### config.mk
export PLATFORM = sky130hd
export DESIGN_NAME = dvp_frame_packer_flat
export DESIGN_NICKNAME = d
export VERILOG_FILES = /design/src/rtl/dvp_frame_packer_if.sv /design/src/rtl/dvp_frame_packer.sv /design/src/flat_wrapper.sv
export SDC_FILE = /design/constraint.sdc
export NUM_CORES = 1
export LEC_CHECK = 0
export CAP_MARGIN = 20
export CORE_UTILIZATION = 51
export CTS_CLUSTER_DIAMETER = 200
export CTS_CLUSTER_SIZE = 25
export DETAILED_ROUTE_END_ITERATION = 16
export HOLD_SLACK_MARGIN = 0.02
export PLACE_DENSITY = 0.86
export SLEW_MARGIN = 25
export SYNTH_ARGS = -nofsm -noshare
export SYNTH_HDL_FRONTEND = slang
export SYNTH_SLANG_ARGS = --single-unit
### constraint.sdc
create_clock -name clk -period 2.5 [get_ports clk]
set_clock_uncertainty 0.05 [all_clocks]
set_input_delay 0.25 -clock clk [delete_from_list [all_inputs] [get_ports clk]]
set_output_delay 0.25 -clock clk [all_outputs]
set_load 0.02 [all_outputs]
### src/rtl/dvp_frame_packer_if.sv
// rtl/dvp_frame_packer_if.sv - camera-side and DDR write-FIFO-side signal bundle for dvp_frame_packer
// TEST_PATTERN_EN adds the test_mode input.
interface dvp_frame_packer_if #(
    parameter int DATA_W = 8,
    parameter int WORD_W = 32
);
    logic              enable;
    logic              dvp_vsync;
    logic              dvp_href;
    logic [DATA_W-1:0] dvp_data;
    logic              fifo_full;
`ifdef TEST_PATTERN_EN
    logic              test_mode;
`endif
    logic              wr_load;
    logic              wr_en;
    logic [WORD_W-1:0] wr_data;
    logic              frame_done;
    logic              ovf_sticky;
    logic [15:0]       frame_cnt;

`ifdef TEST_PATTERN_EN
    modport master (output enable, dvp_vsync, dvp_href, dvp_data, fifo_full, test_mode,
                    input  wr_load, wr_en, wr_data, frame_done, ovf_sticky, frame_cnt);
    modport slave  (input  enable, dvp_vsync, dvp_href, dvp_data, fifo_full, test_mode,
                    output wr_load, wr_en, wr_data, frame_done, ovf_sticky, frame_cnt);
`else
    modport master (output enable, dvp_vsync, dvp_href, dvp_data, fifo_full,
                    input  wr_load, wr_en, wr_data, frame_done, ovf_sticky, frame_cnt);
    modport slave  (input  enable, dvp_vsync, dvp_href, dvp_data, fifo_full,
                    output wr_load, wr_en, wr_data, frame_done, ovf_sticky, frame_cnt);
`endif
endinterface

### src/rtl/dvp_frame_packer.sv
// rtl/dvp_frame_packer.sv - DVP byte stream to cropped, word-packed DDR write-FIFO stream
// Optional TEST_PATTERN_EN: replaces camera pixels with a coordinate pattern when test_mode is set.
module dvp_frame_packer #(
    parameter int DATA_W = 8,
    parameter int PIX_W  = 16,
    parameter int WORD_W = 32,
    parameter int CNT_W  = 12,
    parameter int X_OFF  = 0,
    parameter int Y_OFF  = 0,
    parameter int WIN_W  = 800,
    parameter int WIN_H  = 480
) (
    input  logic              clk,
    input  logic              reset,
    dvp_frame_packer_if.slave bus
);
    localparam int BPP   = PIX_W / DATA_W;
    localparam int PPW   = WORD_W / PIX_W;
    localparam int TOTAL = WIN_W * WIN_H / PPW;
    localparam int PH_W  = (BPP > 1) ? $clog2(BPP) : 1;
    localparam int PC_W  = (PPW > 1) ? $clog2(PPW) : 1;
    localparam int WC_W  = $clog2(TOTAL + 1);

    if (PIX_W % DATA_W != 0) begin : g_chk_pix
        $error("dvp_frame_packer: PIX_W must be a multiple of DATA_W");
    end
    if (WORD_W % PIX_W != 0) begin : g_chk_word
        $error("dvp_frame_packer: WORD_W must be a multiple of PIX_W");
    end
    if ((WIN_W * PIX_W) % WORD_W != 0) begin : g_chk_win
        $error("dvp_frame_packer: WIN_W*PIX_W must be a multiple of WORD_W");
    end
    if ($bits(bus.wr_data) != WORD_W || $bits(bus.dvp_data) != DATA_W) begin : g_chk_if
        $error("dvp_frame_packer: interface widths do not match module parameters");
    end

    typedef enum logic [1:0] {S_IDLE, S_SYNC, S_ACTIVE, S_DONE} state_t;

    state_t            r_state;
    logic              r_vsync_d;
    logic              r_href_d;
    logic [PH_W-1:0]   r_phase;
    logic [CNT_W-1:0]  r_x;
    logic [CNT_W-1:0]  r_y;
    logic [PC_W-1:0]   r_pcnt;
    logic [WC_W-1:0]   r_wcnt;
    logic              r_wr_pend;
    logic [WORD_W-1:0] r_wr_data;
    logic              r_wr_load;
    logic              r_frame_done;
    logic              r_ovf;
    logic [15:0]       r_frame_cnt;

    logic              w_vs_rise;
    logic              w_href_rise;
    logic              w_href_fall;
    logic [PH_W-1:0]   w_phase;
    logic              w_pix_done;
    logic [CNT_W-1:0]  w_x;
    logic              w_in_win;
    logic              w_accept;
    logic              w_start;
    logic              w_word_last;
    logic [PIX_W-1:0]  w_pix_cam;
    logic [PIX_W-1:0]  w_pix_val;
    logic [WORD_W-1:0] w_word_next;

    assign w_vs_rise   = bus.dvp_vsync & ~r_vsync_d;
    assign w_href_rise = bus.dvp_href & ~r_href_d;
    assign w_href_fall = ~bus.dvp_href & r_href_d;
    // Phase and x restart on the href rising edge itself, so the first byte of a line is phase 0.
    assign w_phase     = w_href_rise ? '0 : r_phase;
    assign w_x         = w_href_rise ? '0 : r_x;
    assign w_pix_done  = bus.dvp_href && (w_phase == PH_W'(BPP - 1));
    assign w_in_win    = (32'(w_x) >= 32'(X_OFF)) && (32'(w_x) < 32'(X_OFF + WIN_W)) &&
                         (32'(r_y) >= 32'(Y_OFF)) && (32'(r_y) < 32'(Y_OFF + WIN_H));
    assign w_accept    = (r_state == S_ACTIVE) && w_pix_done && w_in_win;
    assign w_start     = w_vs_rise && bus.enable && ((r_state == S_IDLE) || (r_state == S_ACTIVE));
    assign w_word_last = (r_wcnt == WC_W'(TOTAL - 1));

    if (BPP == 1) begin : g_pix1
        assign w_pix_cam = bus.dvp_data;
    end else begin : g_pixn
        logic [PIX_W-DATA_W-1:0] r_pix_sr;
        always_ff @(posedge clk) begin
            if (reset)             r_pix_sr <= '0;
            else if (bus.dvp_href) r_pix_sr <= w_pix_cam[PIX_W-DATA_W-1:0];
        end
        assign w_pix_cam = {r_pix_sr, bus.dvp_data};
    end

`ifdef TEST_PATTERN_EN
    logic             r_test_mode;
    logic [PIX_W-1:0] w_pix_tp;
    always_ff @(posedge clk) begin
        if (reset)        r_test_mode <= 1'b0;
        else if (w_start) r_test_mode <= bus.test_mode;
    end
    if (PIX_W == 16) begin : g_tp16
        logic [4:0] w_xr5;
        logic [5:0] w_yr6;
        assign w_xr5    = w_x[4:0] - 5'(X_OFF);
        assign w_yr6    = r_y[5:0] - 6'(Y_OFF);
        assign w_pix_tp = {w_xr5, w_yr6, w_xr5};
    end else begin : g_tpx
        assign w_pix_tp = PIX_W'(w_x - CNT_W'(X_OFF));
    end
    assign w_pix_val = r_test_mode ? w_pix_tp : w_pix_cam;
`else
    assign w_pix_val = w_pix_cam;
`endif

    if (PPW == 1) begin : g_word1
        assign w_word_next = w_pix_val;
    end else begin : g_wordn
        logic [WORD_W-PIX_W-1:0] r_word_sr;
        always_ff @(posedge clk) begin
            if (reset)         r_word_sr <= '0;
            else if (w_accept) r_word_sr <= w_word_next[WORD_W-PIX_W-1:0];
        end
        assign w_word_next = {r_word_sr, w_pix_val};
    end

    always_ff @(posedge clk) begin
        if (reset) begin
            r_state      <= S_IDLE;
            r_vsync_d    <= 1'b0;
            r_href_d     <= 1'b0;
            r_phase      <= '0;
            r_x          <= '0;
            r_y          <= '0;
            r_pcnt       <= '0;
            r_wcnt       <= '0;
            r_wr_pend    <= 1'b0;
            r_wr_data    <= '0;
            r_wr_load    <= 1'b0;
            r_frame_done <= 1'b0;
            r_ovf        <= 1'b0;
            r_frame_cnt  <= '0;
        end else begin
            r_vsync_d    <= bus.dvp_vsync;
            r_href_d     <= bus.dvp_href;
            r_wr_load    <= 1'b0;
            r_frame_done <= 1'b0;
            r_wr_pend    <= 1'b0;

            if (bus.dvp_href) r_phase <= w_pix_done ? '0 : w_phase + 1'b1;

            if (w_pix_done)       r_x <= (w_x == '1) ? w_x : w_x + 1'b1;
            else if (w_href_rise) r_x <= '0;

            if (bus.dvp_vsync)                    r_y <= '0;
            else if (w_href_fall && (r_y != '1)) r_y <= r_y + 1'b1;

            if (w_accept) begin
                r_pcnt <= (r_pcnt == PC_W'(PPW - 1)) ? '0 : r_pcnt + 1'b1;
                if (r_pcnt == PC_W'(PPW - 1)) begin
                    r_wr_pend <= 1'b1;
                    r_wr_data <= w_word_next;
                end
            end

            if (r_wr_pend && bus.fifo_full) r_ovf <= 1'b1;

            case (r_state)
                S_IDLE: ;
                S_SYNC: if (!bus.dvp_vsync) r_state <= S_ACTIVE;
                S_ACTIVE: begin
                    // A vsync rise here is a short frame: abandon it without completion pulses.
                    if (w_vs_rise) begin
                        r_state <= S_IDLE;
                    end else if (r_wr_pend) begin
                        r_wcnt <= r_wcnt + 1'b1;
                        if (w_word_last) begin
                            r_state      <= S_DONE;
                            r_frame_done <= 1'b1;
                            r_frame_cnt  <= r_frame_cnt + 16'd1;
                        end
                    end
                end
                S_DONE:  r_state <= S_IDLE;
                default: r_state <= S_IDLE;
            endcase

            if (w_start) begin
                r_state   <= S_SYNC;
                r_wr_load <= 1'b1;
                r_pcnt    <= '0;
                r_wcnt    <= '0;
            end
        end
    end

    assign bus.wr_load    = r_wr_load;
    assign bus.wr_en      = r_wr_pend & ~bus.fifo_full;
    assign bus.wr_data    = r_wr_data;
    assign bus.frame_done = r_frame_done;
    assign bus.ovf_sticky = r_ovf;
    assign bus.frame_cnt  = r_frame_cnt;
endmodule
### src/flat_wrapper.sv
// flat-port wrapper written by rule: the top's interface ports become plain ports
module dvp_frame_packer_flat 
#(
    parameter int DATA_W = 8,
    parameter int PIX_W  = 16,
    parameter int WORD_W = 32,
    parameter int CNT_W  = 12,
    parameter int X_OFF  = 0,
    parameter int Y_OFF  = 0,
    parameter int WIN_W  = 800,
    parameter int WIN_H  = 480
)
  (clk, reset, bus_enable, bus_dvp_vsync, bus_dvp_href, bus_dvp_data, bus_fifo_full, bus_wr_load, bus_wr_en, bus_wr_data, bus_frame_done, bus_ovf_sticky, bus_frame_cnt);
  dvp_frame_packer_if #(.DATA_W(DATA_W), .WORD_W(WORD_W)) bus_i ();
  input  logic clk;
  input  logic reset;
  input wire logic [$bits(bus_i.enable)-1:0] bus_enable;
  input wire logic [$bits(bus_i.dvp_vsync)-1:0] bus_dvp_vsync;
  input wire logic [$bits(bus_i.dvp_href)-1:0] bus_dvp_href;
  input wire logic [$bits(bus_i.dvp_data)-1:0] bus_dvp_data;
  input wire logic [$bits(bus_i.fifo_full)-1:0] bus_fifo_full;
  output wire logic [$bits(bus_i.wr_load)-1:0] bus_wr_load;
  output wire logic [$bits(bus_i.wr_en)-1:0] bus_wr_en;
  output wire logic [$bits(bus_i.wr_data)-1:0] bus_wr_data;
  output wire logic [$bits(bus_i.frame_done)-1:0] bus_frame_done;
  output wire logic [$bits(bus_i.ovf_sticky)-1:0] bus_ovf_sticky;
  output wire logic [$bits(bus_i.frame_cnt)-1:0] bus_frame_cnt;
  assign bus_i.enable = bus_enable;
  assign bus_i.dvp_vsync = bus_dvp_vsync;
  assign bus_i.dvp_href = bus_dvp_href;
  assign bus_i.dvp_data = bus_dvp_data;
  assign bus_i.fifo_full = bus_fifo_full;
  assign bus_wr_load = bus_i.wr_load;
  assign bus_wr_en = bus_i.wr_en;
  assign bus_wr_data = bus_i.wr_data;
  assign bus_frame_done = bus_i.frame_done;
  assign bus_ovf_sticky = bus_i.ovf_sticky;
  assign bus_frame_cnt = bus_i.frame_cnt;
  dvp_frame_packer #(.DATA_W(DATA_W), .PIX_W(PIX_W), .WORD_W(WORD_W), .CNT_W(CNT_W), .X_OFF(X_OFF), .Y_OFF(Y_OFF), .WIN_W(WIN_W), .WIN_H(WIN_H)) u_core (.clk(clk), .reset(reset), .bus(bus_i));
endmodule
Word level (Yosys, flattened, before mapping)

Index checks and enable logic that the tools add are counted.

RAM bits: 0
Output and inout bits: 52
Flip-flop bits (word level): 124
ROM bits: 0
Logic and storage cells: 85
Memories kept: 0
Latch bits: 0

$lt $le $gt $ge: 2
Shifts and indexed selects: 0
Add/sub/neg operators: 6
Bitwise gates (word level): 12
Multiply operators: 0
Div/mod/pow operators: 0
Equal/unequal tests: 12
Reduce and logical (&&, ||, !) cells: 21
Mux-type cells: 15

Operator list:

| cell                  | count |
|---|---|
| $mux 12               | 3 |
| $add 12x1->12 const B | 2 |
| $add 18x1->18 const B | 1 |
| $eq 18x18->1 const B  | 1 |
| $add 16x1->16 const B | 1 |
| $eq 12x12->1 const B  | 1 |
| $lt 12x10->1 const B  | 1 |
| $lt 12x9->1 const B   | 1 |
| $ne 12x12->1 const B  | 1 |
| $reduce_and 4->1      | 3 |
| $logic_and 1x1->1     | 8 |
| $mux 2                | 4 |
| $ne 4x1->1 const B    | 2 |
| $not 1->1             | 8 |
| $mux 1                | 7 |
| $ne 3x1->1 const B    | 2 |
| $pmux 2 s3            | 1 |
| $reduce_or 2->1       | 3 |
| $and 1x1->1           | 4 |
| $eq 2x2->1 const B    | 2 |
| $reduce_bool 4->1     | 1 |
| $reduce_or 4->1       | 1 |
| $ne 3x2->1 const B    | 1 |
| $reduce_and 3->1      | 1 |
| 7 further kinds       | 8 |

Longest topological paths before layout

Word-level depth: 8
Depth in mapped cells: 9
Mapped depth without buffers: 7

Least setup slack after synthesis

No wires, ideal clock.

Path kind: register -> register
Start point: register u_core.r_href_d
End point: register u_core.r_x[10]
Arrival time: 2163 ps
Setup time: 131 ps
Path slack: 155 ps
Path buffers: 1
Stages on the path, launching flop included: 9
Data required time: 2319 ps
Cell sequence: dfxtp_1 -> nand2b_1 -> clkbuf_1 -> and2_1 -> ha_1 -> nand3_1 -> or4_4 -> o311ai_1 -> o41ai_1

Longest elaborated chain between the ends: 6

Ends and longest elaborated chain:

| element                                              | line                    | source |
|---|---|---|
| from (decl)                                          | dvp_frame_packer.sv:41  | `logic r_href_d;` |
| from (signal assigned)                               | dvp_frame_packer.sv:142 | `r_href_d <= bus.dvp_href;` |
| $not 1->1 *                                          | dvp_frame_packer.sv:69  | `assign w_href_rise = bus.dvp_href & ~r_href_d;` |
| $and 1x1->1 *                                        | dvp_frame_packer.sv:69  |  |
| $mux 12                                              | dvp_frame_packer.sv:73  | `assign w_x = w_href_rise ? '0 : r_x;` |
| $add 12x1->12 / $eq 12x12->1 (equally long branches) | dvp_frame_packer.sv:149 | `if (w_pix_done) r_x <= (w_x == '1) ? w_x : w_x + 1'b1;` |
| $mux 12                                              | dvp_frame_packer.sv:149 |  |
| $mux 12 *                                            | dvp_frame_packer.sv:149 |  |
| to (signal assigned)                                 | dvp_frame_packer.sv:149 |  |
| to (decl)                                            | dvp_frame_packer.sv:43  | `logic [CNT_W-1:0] r_x;` |

Every way passes the cells marked *; elsewhere a longest branch is shown, timed or not.
A chain may end at the register's enable or synchronous reset.

Worst setup path after layout

Start point: register u_core.r_state[0]
End point: register u_core.r_wcnt[7]

Longest elaborated chain between the ends: 4

Ends and longest elaborated chain:

| element                                              | line                                            | source |
|---|---|---|
| from (decl)                                          | dvp_frame_packer.sv:39                          | `state_t r_state;` |
| from (signal assigned)                               | dvp_frame_packer.sv:126                         | `r_state <= S_IDLE;` |
| from (signal assigned)                               | dvp_frame_packer.sv:167                         | `S_SYNC: if (!bus.dvp_vsync) r_state <= S_ACTIVE;` |
| from (signal assigned)                               | dvp_frame_packer.sv:171                         | `r_state <= S_IDLE;` |
| $eq 2x2->1 / $logic_not 2->1 (equally long branches) | dvp_frame_packer.sv:78, dvp_frame_packer.sv:165 |  |
| $logic_or 1x1->1                                     | dvp_frame_packer.sv:78                          | `assign w_start = w_vs_rise && bus.enable && ((r_state == S_IDLE) \|\| (r_state == S_ACTIVE));` |
| $logic_and 1x1->1                                    | dvp_frame_packer.sv:78                          |  |
| $reduce_or 2->1 (no source line)                     | --                                              |  |
| to (signal assigned)                                 | dvp_frame_packer.sv:173                         | `r_wcnt <= r_wcnt + 1'b1;` |
| to (decl)                                            | dvp_frame_packer.sv:46                          | `logic [WC_W-1:0] r_wcnt;` |

Several ways; a longest one is shown, not always the timed one.

==> out/results.tsv <==
metric	value	unit
status	finished, final reports clean	
grt ovf	0	
GP Congestion	0.928	
syn avg cell area	8.66	um2
fraction of layout cells with a size suffix above 1	0.114	
placed cell count	858	
leading area contributor after synthesis	dfxtp_1	
CTS root buf	clkbuf_16	
Ant. Diodes	0	
CP most frequent cell	or2_2	
R2R Path Start	u_core.r_state[0]	
vias in the first global route	5115	
Worst Hold Launch	reset	
Post-DRT Antenna Nets	0	
Tmin final	2.18	ns
crit path DAT	2.47	ns
max-cap violations	0	
Sequential Power Share	0.394	
Pint	3.78	mW
TritonCTS clock tree	built	
Hold-fix buffers, CTS	0	
PortBufs	65	
Die X	110	um
post-CTS resize count	0	
largest cells by area after synthesis	dfxtp_1 (42%), a21oi_1 (6.7%), o31ai_1 (5.7%)	
Min-Delay Path Class	in2reg	
H-tree lvl count	4	
core area	11400	um2
Seq/Total Area, Yosys	0.418	
switching share of power	0.268	
final hold vios	0	
count of cell types in the netlist	60	
All-Layer GR Usage	0.253	
CTS Buf Count	17	
Cell Area, Synth	5940	um2
top cells by count, synth	dfxtp_1 (124), a21oi_1 (79), nand4_1 (51)	
Nets	756	
final setup fails	0	
I/O pin total	66	
critical path required time	2.79	ns
ys flop type	dfxtp_1	
Comb power frac	0.104	
largest vdd supply drop	405	uV
CP max-delay cell	dfxtp_1	
clock share of power	0.502	
WS Path Type	reg2reg	
Post-Route WL	14800	um
P_sw	1.39	mW
Post-Synthesis Net Count	708	
postcts setup bufs	0	
CTS clk-pin slew, worst paths	0.06	ns
Cell Count, Final, Fillers Out	890	
share of the synthesized area in the top cell type	0.418	
Setup TNS Final	0	ns
Max-Slew Margin vs Limit	0.658	
Leak	2.47	nW
DRC Markers	0	
critical path endpoint category	flop	
synthesized instance count	686	
die footprint	12100	um2
area grow syn2layout	23.3	%
DP Wirelength	9540	um
Final Slew Violations	0	
wire per inst	16.7	um
CTS Buffer Depth	2	
Post-synth EDFFs	0	
# rows	39	
vias after detailed routing	5642	
Via density	6.34	
R2R setup slack	0.32	ns
Crit Path Max Fanout	17	
Starting DRT DRC Count	405	
first-pass GRT wire length	24100	um
Yosys Warn Count	0	
Crit. Startpoint	u_core.r_state[0]	
die height	110	um
post-synthesis async set-or-reset flop share	0	
crit path cell chain	inv_1 -> ha_1 -> buf_4 -> or2_2 -> and2_1 -> or2_2 -> a21oi_1	
Clock Sinks	124	
r2r worst-path depth	7	
Pre-Repair DR Iteration Count	5	
CP peak stage delay	0.44	ns
most frequent cell after synthesis	dfxtp_1	
Starting Density	0.522	
antenna violations before repair	0	
Final period util	0.872	
Worst Setup Start Kind	flop	
FF+latch count, synth	124	
worst-margin pin slew	0.511	ns
PwrDens	706	nW/um2
fmax	0.458	GHz
RSZ-0062 raised after global routing	no	
RR Endpoint	u_core.r_wcnt[7]	
pin count of the biggest net entering global routing	52	
Critical Path End	u_core.r_wcnt[7]	
later-pin clock latency in the skew report	0.41	ns
-- per-stage QoR --
| step | power, mW | hold slack (ns) | worst slack, ns | area [um2] | util |
|---|---|---|---|---|---|
| floorplan | 2.44 | 0.328 | 0.155 | 5940 | - |
| global placement | 2.56 | 0.401 | 0.145 | 6700 | 0.589 |
| detailed placement | 2.60 | 0.407 | 0.0642 | 6700 | 0.589 |
| CTS | 5.19 | 0.251 | 0.325 | 7320 | 0.644 |
| global route | 5.35 | 0.268 | 0.178 | 7320 | 0.644 |
| finish | 5.17 | 0.244 | 0.319 | 7320 | 0.644 |
-- how the worst min path moves through the flow --
stage,to,slack (ns),depth (start not counted)
after detailed placement,u_core.bus.wr_data[1],0.41,2
final,u_core.r_x[11],0.24,4
after global routing,u_core.r_x[11],0.27,4
after CTS,u_core.r_x[11],0.25,4
after floorplan,u_core.r_vsync_d,0.33,1
after global placement,u_core.bus.ovf_sticky,0.40,2
-- cells in the final DEF (no fill, tap or decap), types with 2 or more instances in the layout --
master,instances
ha_1,8
and3_1,14
nand4_2,2
nor4_1,16
and4_1,10
nand3_1,31
nand4_1,51
clkdlybuf4s50_1,64
nor2b_1,16
buf_12,2
nor3_1,3
a211oi_1,6
inv_8,2
nor4b_1,3
nor2_1,37
nand2_1,38
buf_4,21
o211ai_1,2
inv_6,6
mux2_2,14
or3_1,12
o31ai_1,45
mux2_1,2
bufinv_16,3
clkbuf_16,17
nand2b_1,5
inv_1,10
o21ai_0,27
clkinv_4,4
or2_2,4
a21oi_1,79
xnor2_1,2
or4_1,10
and2_1,9
xor2_1,4
and4b_1,2
dfxtp_1,124
mux2i_1,16
-- kinds of logic after synthesis --
group / Yosys count / synth area share
AO/OA/AOI/OAI: 171 / 0.175
XOR/XNOR: 6 / 0.00885
adder cells (fa/ha/maj): 8 / 0.0169
buffers and inverters: 69 / 0.0504
flip-flops: 124 / 0.418
multiplexers: 32 / 0.0573
AND/OR/NAND/NOR: 276 / 0.273
-- layer usage --
metal / wire, um / part of all wire / GRT usage
met5: 0 / 0 / 0
met4: 308 / 0.021 / 0.116
met3: 792 / 0.053 / 0.0456
met2: 7480 / 0.50 / 0.433
met1: 6270 / 0.42 / 0.307
-- flip-flops by register name, indices dropped and copies added (netlist names), 2 cells and up --
| register | cells |
|---|---|
| u_core.r_x | 12 |
| u_core.g_pixn.r_pix_sr | 8 |
| u_core.r_state | 2 |
| u_core.g_wordn.r_word_sr | 16 |
| u_core.bus.wr_data | 32 |
| u_core.bus.frame_cnt | 16 |
| u_core.r_wcnt | 18 |
| u_core.r_y | 12 |
-- area by class of cell --
class / count / area [um2]
fillers: 907 / 4050
multi-input cells: 493 / 3160
flip-flops and latches: 124 / 2480
repair buffers: 88 / 843
clock buffers: 17 / 425
clock inverters: 15 / 200
well taps: 143 / 179
inverters: 10 / 37.5
-- critical path: cells and delay by family, from the launching register on --
kind	cells	cell delay, ns
DFF	1	0.44
buffers and inverters	2	0.31
and+or+nand+nor	3	0.90
adders and majority gates	1	0.23
AOI/OAI and AO/OA	1	0.18
-- power by group through the flow --
stage	combinational [mW]	clock [mW]	sequential [mW]
2_1_floorplan	0.366	0	2.07
6_report	0.538	2.60	2.04
5_1_grt	0.577	2.73	2.04
4_1_cts	0.526	2.62	2.03
3_5_place_dp	0.518	0	2.08
3_3_place_gp	0.489	0	2.07
Power figures use the tool's default switching activity.
